File: config.mk
export PLATFORM = sky130hd
export DESIGN_NAME = rd_writeback_ctrl_flat
export DESIGN_NICKNAME = d
export VERILOG_FILES = /design/src/rtl/rd_writeback_ctrl_if.sv /design/src/rtl/rd_writeback_ctrl.sv /design/src/flat_wrapper.sv
export SDC_FILE = /design/constraint.sdc
export NUM_CORES = 1
export LEC_CHECK = 0
export CORE_UTILIZATION = 44
export CTS_CLUSTER_DIAMETER = 60
export CTS_CLUSTER_SIZE = 28
export DETAILED_ROUTE_END_ITERATION = 12
export PLACE_DENSITY = 0.78
export SETUP_SLACK_MARGIN = 0.02
export SLEW_MARGIN = 20
export SYNTH_ARGS = -nofsm -noshare
export SYNTH_HDL_FRONTEND = slang
export SYNTH_SLANG_ARGS = --single-unit
File: constraint.sdc
create_clock -name clk -period 2.82 [get_ports clk]
set_clock_uncertainty 0.05 [all_clocks]
set_input_delay 0.564 -clock clk [delete_from_list [all_inputs] [get_ports clk]]
set_output_delay 0.564 -clock clk [all_outputs]
set_load 0.005 [all_outputs]
File: src/rtl/rd_writeback_ctrl_if.sv
// rd_writeback_ctrl_if: execute, load-unit and
// register-file write-port signals of the Rd writeback block.
interface rd_writeback_ctrl_if;
  logic        ex_valid;
  logic [4:0]  ex_rd;
  logic [4:0]  ex_rs1;
  logic [4:0]  ex_rs2;
  logic [1:0]  ex_sel;
  logic [31:0] ex_pc4;
  logic [31:0] ex_pcimm;
  logic [31:0] ex_imm;
  logic [31:0] ex_alu;
  logic        ld_issue;
  logic [4:0]  ld_rd;
  logic [2:0]  ld_funct3;
  logic [1:0]  ld_addr_lo;
  logic        mem_rvalid;
  logic [31:0] mem_rdata;
  logic        stall;
  logic        ld_pending;
  logic        rf_we;
  logic [4:0]  rf_waddr;
  logic [31:0] rf_wdata;

  modport master (
    output ex_valid, ex_rd, ex_rs1, ex_rs2,
    output ex_sel, ex_pc4, ex_pcimm,
    output ex_imm, ex_alu,
    output ld_issue, ld_rd, ld_funct3,
    output ld_addr_lo, mem_rvalid, mem_rdata,
    input  stall, ld_pending,
    input  rf_we, rf_waddr, rf_wdata
  );

  modport slave (
    input  ex_valid, ex_rd, ex_rs1, ex_rs2,
    input  ex_sel, ex_pc4, ex_pcimm,
    input  ex_imm, ex_alu,
    input  ld_issue, ld_rd, ld_funct3,
    input  ld_addr_lo, mem_rvalid, mem_rdata,
    output stall, ld_pending,
    output rf_we, rf_waddr, rf_wdata
  );
endinterface

File: src/rtl/rd_writeback_ctrl.sv
// rd_writeback_ctrl: single register-file write port
// shared by execute results and one outstanding load.
module rd_writeback_ctrl (
  input logic             clk,
  input logic             rst,
  rd_writeback_ctrl_if.slave wb
);

  typedef enum logic {
    IDLE,
    LOAD_WAIT
  } state_t;

  state_t      state;
  state_t      state_nx;

  logic [4:0]  pend_rd;
  logic [2:0]  pend_funct3;
  logic [1:0]  pend_lo;
  logic        hold_valid;
  logic [4:0]  hold_rd;
  logic [31:0] hold_data;

  logic        in_wait;
  logic        raw_hit;
  logic        ex_acc;
  logic        ld_acc;
  logic        ret;
  logic        ret_we;
  logic [31:0] ex_val;
  logic [31:0] ld_val;
  logic [7:0]  ld_byte;
  logic [15:0] ld_half;

  logic        we_nx;
  logic [4:0]  waddr_nx;
  logic [31:0] wdata_nx;
  logic        hold_set;
  logic        hold_valid_nx;

  logic        rf_we_q;
  logic [4:0]  rf_waddr_q;
  logic [31:0] rf_wdata_q;

  assign in_wait = (state == LOAD_WAIT);

  assign raw_hit = wb.ex_valid
                 & (pend_rd != 5'd0)
                 & ((pend_rd == wb.ex_rs1)
                  | (pend_rd == wb.ex_rs2)
                  | (pend_rd == wb.ex_rd));

  assign wb.stall = ~rst & (hold_valid
                  | (in_wait & wb.ld_issue)
                  | (in_wait & raw_hit));

  // x0 writes are accepted but never claim the port
  assign ex_acc = wb.ex_valid & ~wb.stall
                & (wb.ex_rd != 5'd0);
  assign ld_acc = wb.ld_issue & ~wb.stall & ~in_wait;
  assign ret    = in_wait & wb.mem_rvalid;
  assign ret_we = ret & (pend_rd != 5'd0);

  assign wb.ld_pending = in_wait;
  assign wb.rf_we      = rf_we_q;
  assign wb.rf_waddr   = rf_waddr_q;
  assign wb.rf_wdata   = rf_wdata_q;

  // Execute result select
  always_comb begin
    ex_val = wb.ex_alu;
    unique case (wb.ex_sel)
      2'b00: ex_val = wb.ex_pc4;
      2'b01: ex_val = wb.ex_pcimm;
      2'b10: ex_val = wb.ex_imm;
      2'b11: ex_val = wb.ex_alu;
    endcase
  end

  // Load data extraction from the aligned word
  always_comb begin
    ld_byte = wb.mem_rdata[7:0];
    unique case (pend_lo)
      2'd0: ld_byte = wb.mem_rdata[7:0];
      2'd1: ld_byte = wb.mem_rdata[15:8];
      2'd2: ld_byte = wb.mem_rdata[23:16];
      2'd3: ld_byte = wb.mem_rdata[31:24];
    endcase
    ld_half = pend_lo[1] ? wb.mem_rdata[31:16]
                         : wb.mem_rdata[15:0];
    case (pend_funct3)
      3'b000:  ld_val = {{24{ld_byte[7]}}, ld_byte};
      3'b001:  ld_val = {{16{ld_half[15]}}, ld_half};
      3'b100:  ld_val = {24'd0, ld_byte};
      3'b101:  ld_val = {16'd0, ld_half};
      default: ld_val = wb.mem_rdata;
    endcase
  end

  // Next state and port arbitration: load > hold > execute
  always_comb begin
    state_nx = state;
    we_nx    = 1'b0;
    waddr_nx = rf_waddr_q;
    wdata_nx = rf_wdata_q;
    hold_set = 1'b0;
    unique case (state)
      IDLE:      if (ld_acc) state_nx = LOAD_WAIT;
      LOAD_WAIT: if (wb.mem_rvalid) state_nx = IDLE;
    endcase
    if (ret_we) begin
      we_nx    = 1'b1;
      waddr_nx = pend_rd;
      wdata_nx = ld_val;
      hold_set = ex_acc;
    end else if (hold_valid) begin
      we_nx    = 1'b1;
      waddr_nx = hold_rd;
      wdata_nx = hold_data;
    end else if (ex_acc) begin
      we_nx    = 1'b1;
      waddr_nx = wb.ex_rd;
      wdata_nx = ex_val;
    end
    hold_valid_nx = hold_set | (hold_valid & ret_we);
  end

  // State register
  always_ff @(posedge clk) begin
    if (rst) state <= IDLE;
    else     state <= state_nx;
  end

  // Pending load, hold buffer and write port registers
  always_ff @(posedge clk) begin
    if (rst) begin
      pend_rd     <= 5'd0;
      pend_funct3 <= 3'd0;
      pend_lo     <= 2'd0;
      hold_valid  <= 1'b0;
      hold_rd     <= 5'd0;
      hold_data   <= 32'd0;
      rf_we_q     <= 1'b0;
      rf_waddr_q  <= 5'd0;
      rf_wdata_q  <= 32'd0;
    end else begin
      if (ld_acc) begin
        pend_rd     <= wb.ld_rd;
        pend_funct3 <= wb.ld_funct3;
        pend_lo     <= wb.ld_addr_lo;
      end
      hold_valid <= hold_valid_nx;
      if (hold_set) begin
        hold_rd   <= wb.ex_rd;
        hold_data <= ex_val;
      end
      rf_we_q    <= we_nx;
      rf_waddr_q <= waddr_nx;
      rf_wdata_q <= wdata_nx;
    end
  end

endmodule

File: src/flat_wrapper.sv
// flat-port wrapper written by rule: the top's interface ports become plain ports
module rd_writeback_ctrl_flat 
  (clk, rst, wb_ex_valid, wb_ex_rd, wb_ex_rs1, wb_ex_rs2, wb_ex_sel, wb_ex_pc4, wb_ex_pcimm, wb_ex_imm, wb_ex_alu, wb_ld_issue, wb_ld_rd, wb_ld_funct3, wb_ld_addr_lo, wb_mem_rvalid, wb_mem_rdata, wb_stall, wb_ld_pending, wb_rf_we, wb_rf_waddr, wb_rf_wdata);
  rd_writeback_ctrl_if wb_i ();
  input logic clk;
  input logic rst;
  input wire logic [$bits(wb_i.ex_valid)-1:0] wb_ex_valid;
  input wire logic [$bits(wb_i.ex_rd)-1:0] wb_ex_rd;
  input wire logic [$bits(wb_i.ex_rs1)-1:0] wb_ex_rs1;
  input wire logic [$bits(wb_i.ex_rs2)-1:0] wb_ex_rs2;
  input wire logic [$bits(wb_i.ex_sel)-1:0] wb_ex_sel;
  input wire logic [$bits(wb_i.ex_pc4)-1:0] wb_ex_pc4;
  input wire logic [$bits(wb_i.ex_pcimm)-1:0] wb_ex_pcimm;
  input wire logic [$bits(wb_i.ex_imm)-1:0] wb_ex_imm;
  input wire logic [$bits(wb_i.ex_alu)-1:0] wb_ex_alu;
  input wire logic [$bits(wb_i.ld_issue)-1:0] wb_ld_issue;
  input wire logic [$bits(wb_i.ld_rd)-1:0] wb_ld_rd;
  input wire logic [$bits(wb_i.ld_funct3)-1:0] wb_ld_funct3;
  input wire logic [$bits(wb_i.ld_addr_lo)-1:0] wb_ld_addr_lo;
  input wire logic [$bits(wb_i.mem_rvalid)-1:0] wb_mem_rvalid;
  input wire logic [$bits(wb_i.mem_rdata)-1:0] wb_mem_rdata;
  output wire logic [$bits(wb_i.stall)-1:0] wb_stall;
  output wire logic [$bits(wb_i.ld_pending)-1:0] wb_ld_pending;
  output wire logic [$bits(wb_i.rf_we)-1:0] wb_rf_we;
  output wire logic [$bits(wb_i.rf_waddr)-1:0] wb_rf_waddr;
  output wire logic [$bits(wb_i.rf_wdata)-1:0] wb_rf_wdata;
  assign wb_i.ex_valid = wb_ex_valid;
  assign wb_i.ex_rd = wb_ex_rd;
  assign wb_i.ex_rs1 = wb_ex_rs1;
  assign wb_i.ex_rs2 = wb_ex_rs2;
  assign wb_i.ex_sel = wb_ex_sel;
  assign wb_i.ex_pc4 = wb_ex_pc4;
  assign wb_i.ex_pcimm = wb_ex_pcimm;
  assign wb_i.ex_imm = wb_ex_imm;
  assign wb_i.ex_alu = wb_ex_alu;
  assign wb_i.ld_issue = wb_ld_issue;
  assign wb_i.ld_rd = wb_ld_rd;
  assign wb_i.ld_funct3 = wb_ld_funct3;
  assign wb_i.ld_addr_lo = wb_ld_addr_lo;
  assign wb_i.mem_rvalid = wb_mem_rvalid;
  assign wb_i.mem_rdata = wb_mem_rdata;
  assign wb_stall = wb_i.stall;
  assign wb_ld_pending = wb_i.ld_pending;
  assign wb_rf_we = wb_i.rf_we;
  assign wb_rf_waddr = wb_i.rf_waddr;
  assign wb_rf_wdata = wb_i.rf_wdata;
  rd_writeback_ctrl u_core (.clk(clk), .rst(rst), .wb(wb_i));
endmodule
==> impl_metrics.toml <==
[timing]
setup_viol = 0
tns_ps = 0
max_freq_mhz = 403.7
grt_setup_unrepaired = "no"
period_share = 0.8785
timing.final.hold_violations = 0
fin_crit_ps = 2477
drv_slew = 0
max_slew.worst_pin.slew_ps = 789.5
slew_headroom = 0.4736
worst_hold_slack_ps = 417.3

[pwr]
pwr-share-clk = 0.319
p_switching_mw = 1.111
sw_frac_of_total = 0.2932
p_seq_frac = 0.368
p_comb_frac = 0.313
p_per_area_nw_per_um2 = 450.1
p_leak_nw = 2.904
peakVddDrop_v = 0.0003490
power.total_mw = 3.790
power.internal_mw = 2.679

[route]
wire_per_inst_um = 19.56
drt_wl_total_mm = 20.52
drc = 0
top_layer_used = "met4"
met2WireLength_mm = 10.06
firstDrtPassIters = 5
vias_per_cell = 5.900
wl_met3_mm = 1.508
wl_met1_mm = 8.346
drtIter0Drc = 582
drtAntennaViolNets = 0
num_vias = 6189

[synthesis]
synth_area_um2 = 5751
yosysWarnings = 0
ys_ff_latch = 87
yosysSeqAreaShare = 0.3029
synth_area_leaders = "dfxtp_1 (30%), mux4_2 (13%), a21oi_1 (7.7%)"
synth_edf_count = 0
syn-num-nets = 863
synth-async-reset-ratio = 0
synth_top_area_share = 0.3029
synth_ff_type = "dfxtp_1"
netlist_instances = 671
synth_cell_types = 54
yosys.area.top_type = "dfxtp_1"
avgSynthCellArea_um2 = 8.570

[clocking]
clk_latency_ps = 350
cts_tree = "built"
cts_sinks = 87
cts.clk_slew.worst_paths_ps = 60
cts_max_path_buffers = 2
hold_buffers = 0
h-tree-depth = 3
cts-buffers-inserted = 9
root_buffer = "clkbuf_16"

[setup_path]
crit_cells = 8
critPathKind = "in2reg"
critPathSlowestCell = "or4_1"
crit_family = "compound AO/OA/AOI/OAI gates"
cp.arrival_ps = 2620
crit_top_cell = "o21ai_0"
critPathMaxFanout = 35
crit_chain = "clkdlybuf4s50_1 > or4_1 > o21ai_0 > o31a_1 > o21ai_2 > buf_12 > o21ai_0 > a21oi_1"
r2r_cells = 7
required_ps = 2960
cp_slowest_stage_delay_ps = 570
critPathBufInv = 2
crit_path_end_kind = "flop"
cp-start-kind = "input pin"

[grt]
grtUsageTotal = 0.3040
grt_pass1_wl_mm = 31.11
antenna_found_initial = 0
gr-total-overflow = 0
grt_max_degree = 75
grt_pass1_vias = 5910

[floorplan]
pin_count = 232
coreArea_um2 = 12670
die_width_um = 116.3
dieHeight_um = 116.3
die_area_um2 = 13530
initial_core_util = 0.4538
rows = 41

[worst_hold_path]
hold_class = "reg2reg"
whs_path_depth = 2

[layout]
nNetsFinal = 1064
drive_above_1_share = 0.1231
fin_area_um2 = 8421
fill_cells = 1058
final-seq-area_um2 = 1742
area_growth_pct = 46.43
diodes = 0
multi_input_area_um2 = 3500

[place]
routabilityCongestion = 0.9021
port_buffers = 231
dpl_cell_area_um2 = 8089
dp_hpwl_mm = 15.17

[run_status]
status = "complete, no violations"

[job]
maxCapViolCount = 0
==> registers in the layout, indices dropped and copies added, names as in the netlist <==
| name | flops |
|---|---|
| u_core.hold_valid | 1 |
| u_core.wb.rf_wdata | 32 |
| u_core.wb.rf_we | 1 |
| u_core.wb.rf_waddr | 5 |
| u_core.pend_rd | 5 |
| u_core.pend_funct3 | 3 |
| u_core.hold_data | 32 |
| u_core.pend_lo | 2 |
| u_core.hold_rd | 5 |
| u_core.wb.ld_pending | 1 |
==> power groups by stage <==
stage | clock network [mW] | logic [mW] | registers, mW
after floorplan | 0 | 0.607 | 1.40
after global placement | 0 | 1.15 | 1.42
after detailed placement | 0 | 1.17 | 1.42
after CTS | 1.21 | 1.17 | 1.40
after global routing | 1.28 | 1.27 | 1.40
final | 1.21 | 1.19 | 1.40
==> cells in the final DEF, fill, tap and decap left out, types with 4 or more instances in the layout <==
| cell | Yosys | final |
|---|---|---|
| a21oi_1 | 88 | 88 |
| a221oi_1 | 7 | 7 |
| a31oi_1 | 7 | 7 |
| a32oi_1 | 16 | 16 |
| buf_12 | 0 | 9 |
| buf_4 | 7 | 23 |
| clkbuf_16 | 0 | 9 |
| clkdlybuf4s50_1 | 0 | 225 |
| dfxtp_1 | 87 | 87 |
| dlymetal6s2s_1 | 1 | 4 |
| mux2i_1 | 15 | 15 |
| mux4_2 | 33 | 33 |
| nand2_1 | 99 | 99 |
| nand2b_1 | 4 | 4 |
| nand3_1 | 52 | 52 |
| nand4b_1 | 9 | 9 |
| nor2_1 | 16 | 16 |
| nor3_1 | 31 | 31 |
| o2111ai_1 | 9 | 9 |
| o211ai_1 | 9 | 9 |
| o21ai_0 | 41 | 40 |
| o21ai_1 | 13 | 14 |
| o22ai_1 | 7 | 7 |
| or2_2 | 9 | 9 |
| xnor2_1 | 15 | 14 |
==> worst min-delay path: cells and delay by family, from the launching register on <==
family          cells  cell delay, ps
compound gates      1              50
flops               1             310
simple gates        1              60
==> final timing paths <==
kind / slack (ps) / end / from
max reg2reg: 530 / u_core.wb.rf_wdata[28]$_SDFFE_PP0P_ / u_core.pend_rd[3]$_SDFFE_PP0P_
min: 420 / u_core.wb.rf_waddr[4]$_SDFFE_PP0P_ / u_core.wb.rf_waddr[4]$_SDFFE_PP0P_
max: 340 / u_core.wb.rf_waddr[1]$_SDFFE_PP0P_ / wb_ex_rd[0]
min reg2reg: 420 / u_core.wb.rf_waddr[4]$_SDFFE_PP0P_ / u_core.wb.rf_waddr[4]$_SDFFE_PP0P_
==> synth_stat cells (15+ instances only) <==
cell type and instances:
nand2_1 99, a21oi_1 88, dfxtp_1 87, nand3_1 52, o21ai_0 41, mux4_2 33, nor3_1 31, buf_6 22
clkbuf_1 22, a32oi_1 16, nor2_1 16, mux2i_1 15, xnor2_1 15
==> per-stage QoR <==
| stage | utilization | cells | worst slack (ps) |
|---|---|---|---|
| detailed placement | 0.6384 | 1030 | 15.94 |
| floorplan | - | 671 | 662.7 |
| finish | 0.6646 | 1049 | 342.6 |
| global placement | 0.6384 | 1030 | 57.31 |
| CTS | 0.6614 | 1046 | 25.45 |
| global route | 0.6646 | 1049 | 191.3 |
==> timing repair <==
item	4_1_cts	5_1_grt
setup buffers	0	3
setup endpoints to repair	0	1
resized for setup	0	6
hold endpoints to repair	0	0
==> cell families after synthesis <==
family / share of synthesized area
mux: 0.1554
flops: 0.3029
compound gates: 0.2337
buf+inv: 0.09225
xor+xnor: 0.02285
simple gates: 0.1930
==> layer usage <==
metal	vias up	track usage
met1	2913	0.3895
li1	2887	-
met2	347	0.5097
met4	0	0.1231
met3	42	0.05034
met5	-	0
==> area by class of cell <==
class / instances / share of cell area
flip-flops and latches: 87 / 0.2068
well taps: 172 / 0.02556
clock buffers: 11 / 0.02764
clock inverters: 5 / 0.006984
inverters: 2 / 0.0008915
repair buffers: 263 / 0.3165
multi-input cells: 509 / 0.4156
No activity file was read; power rests on OpenSTA's default activity.
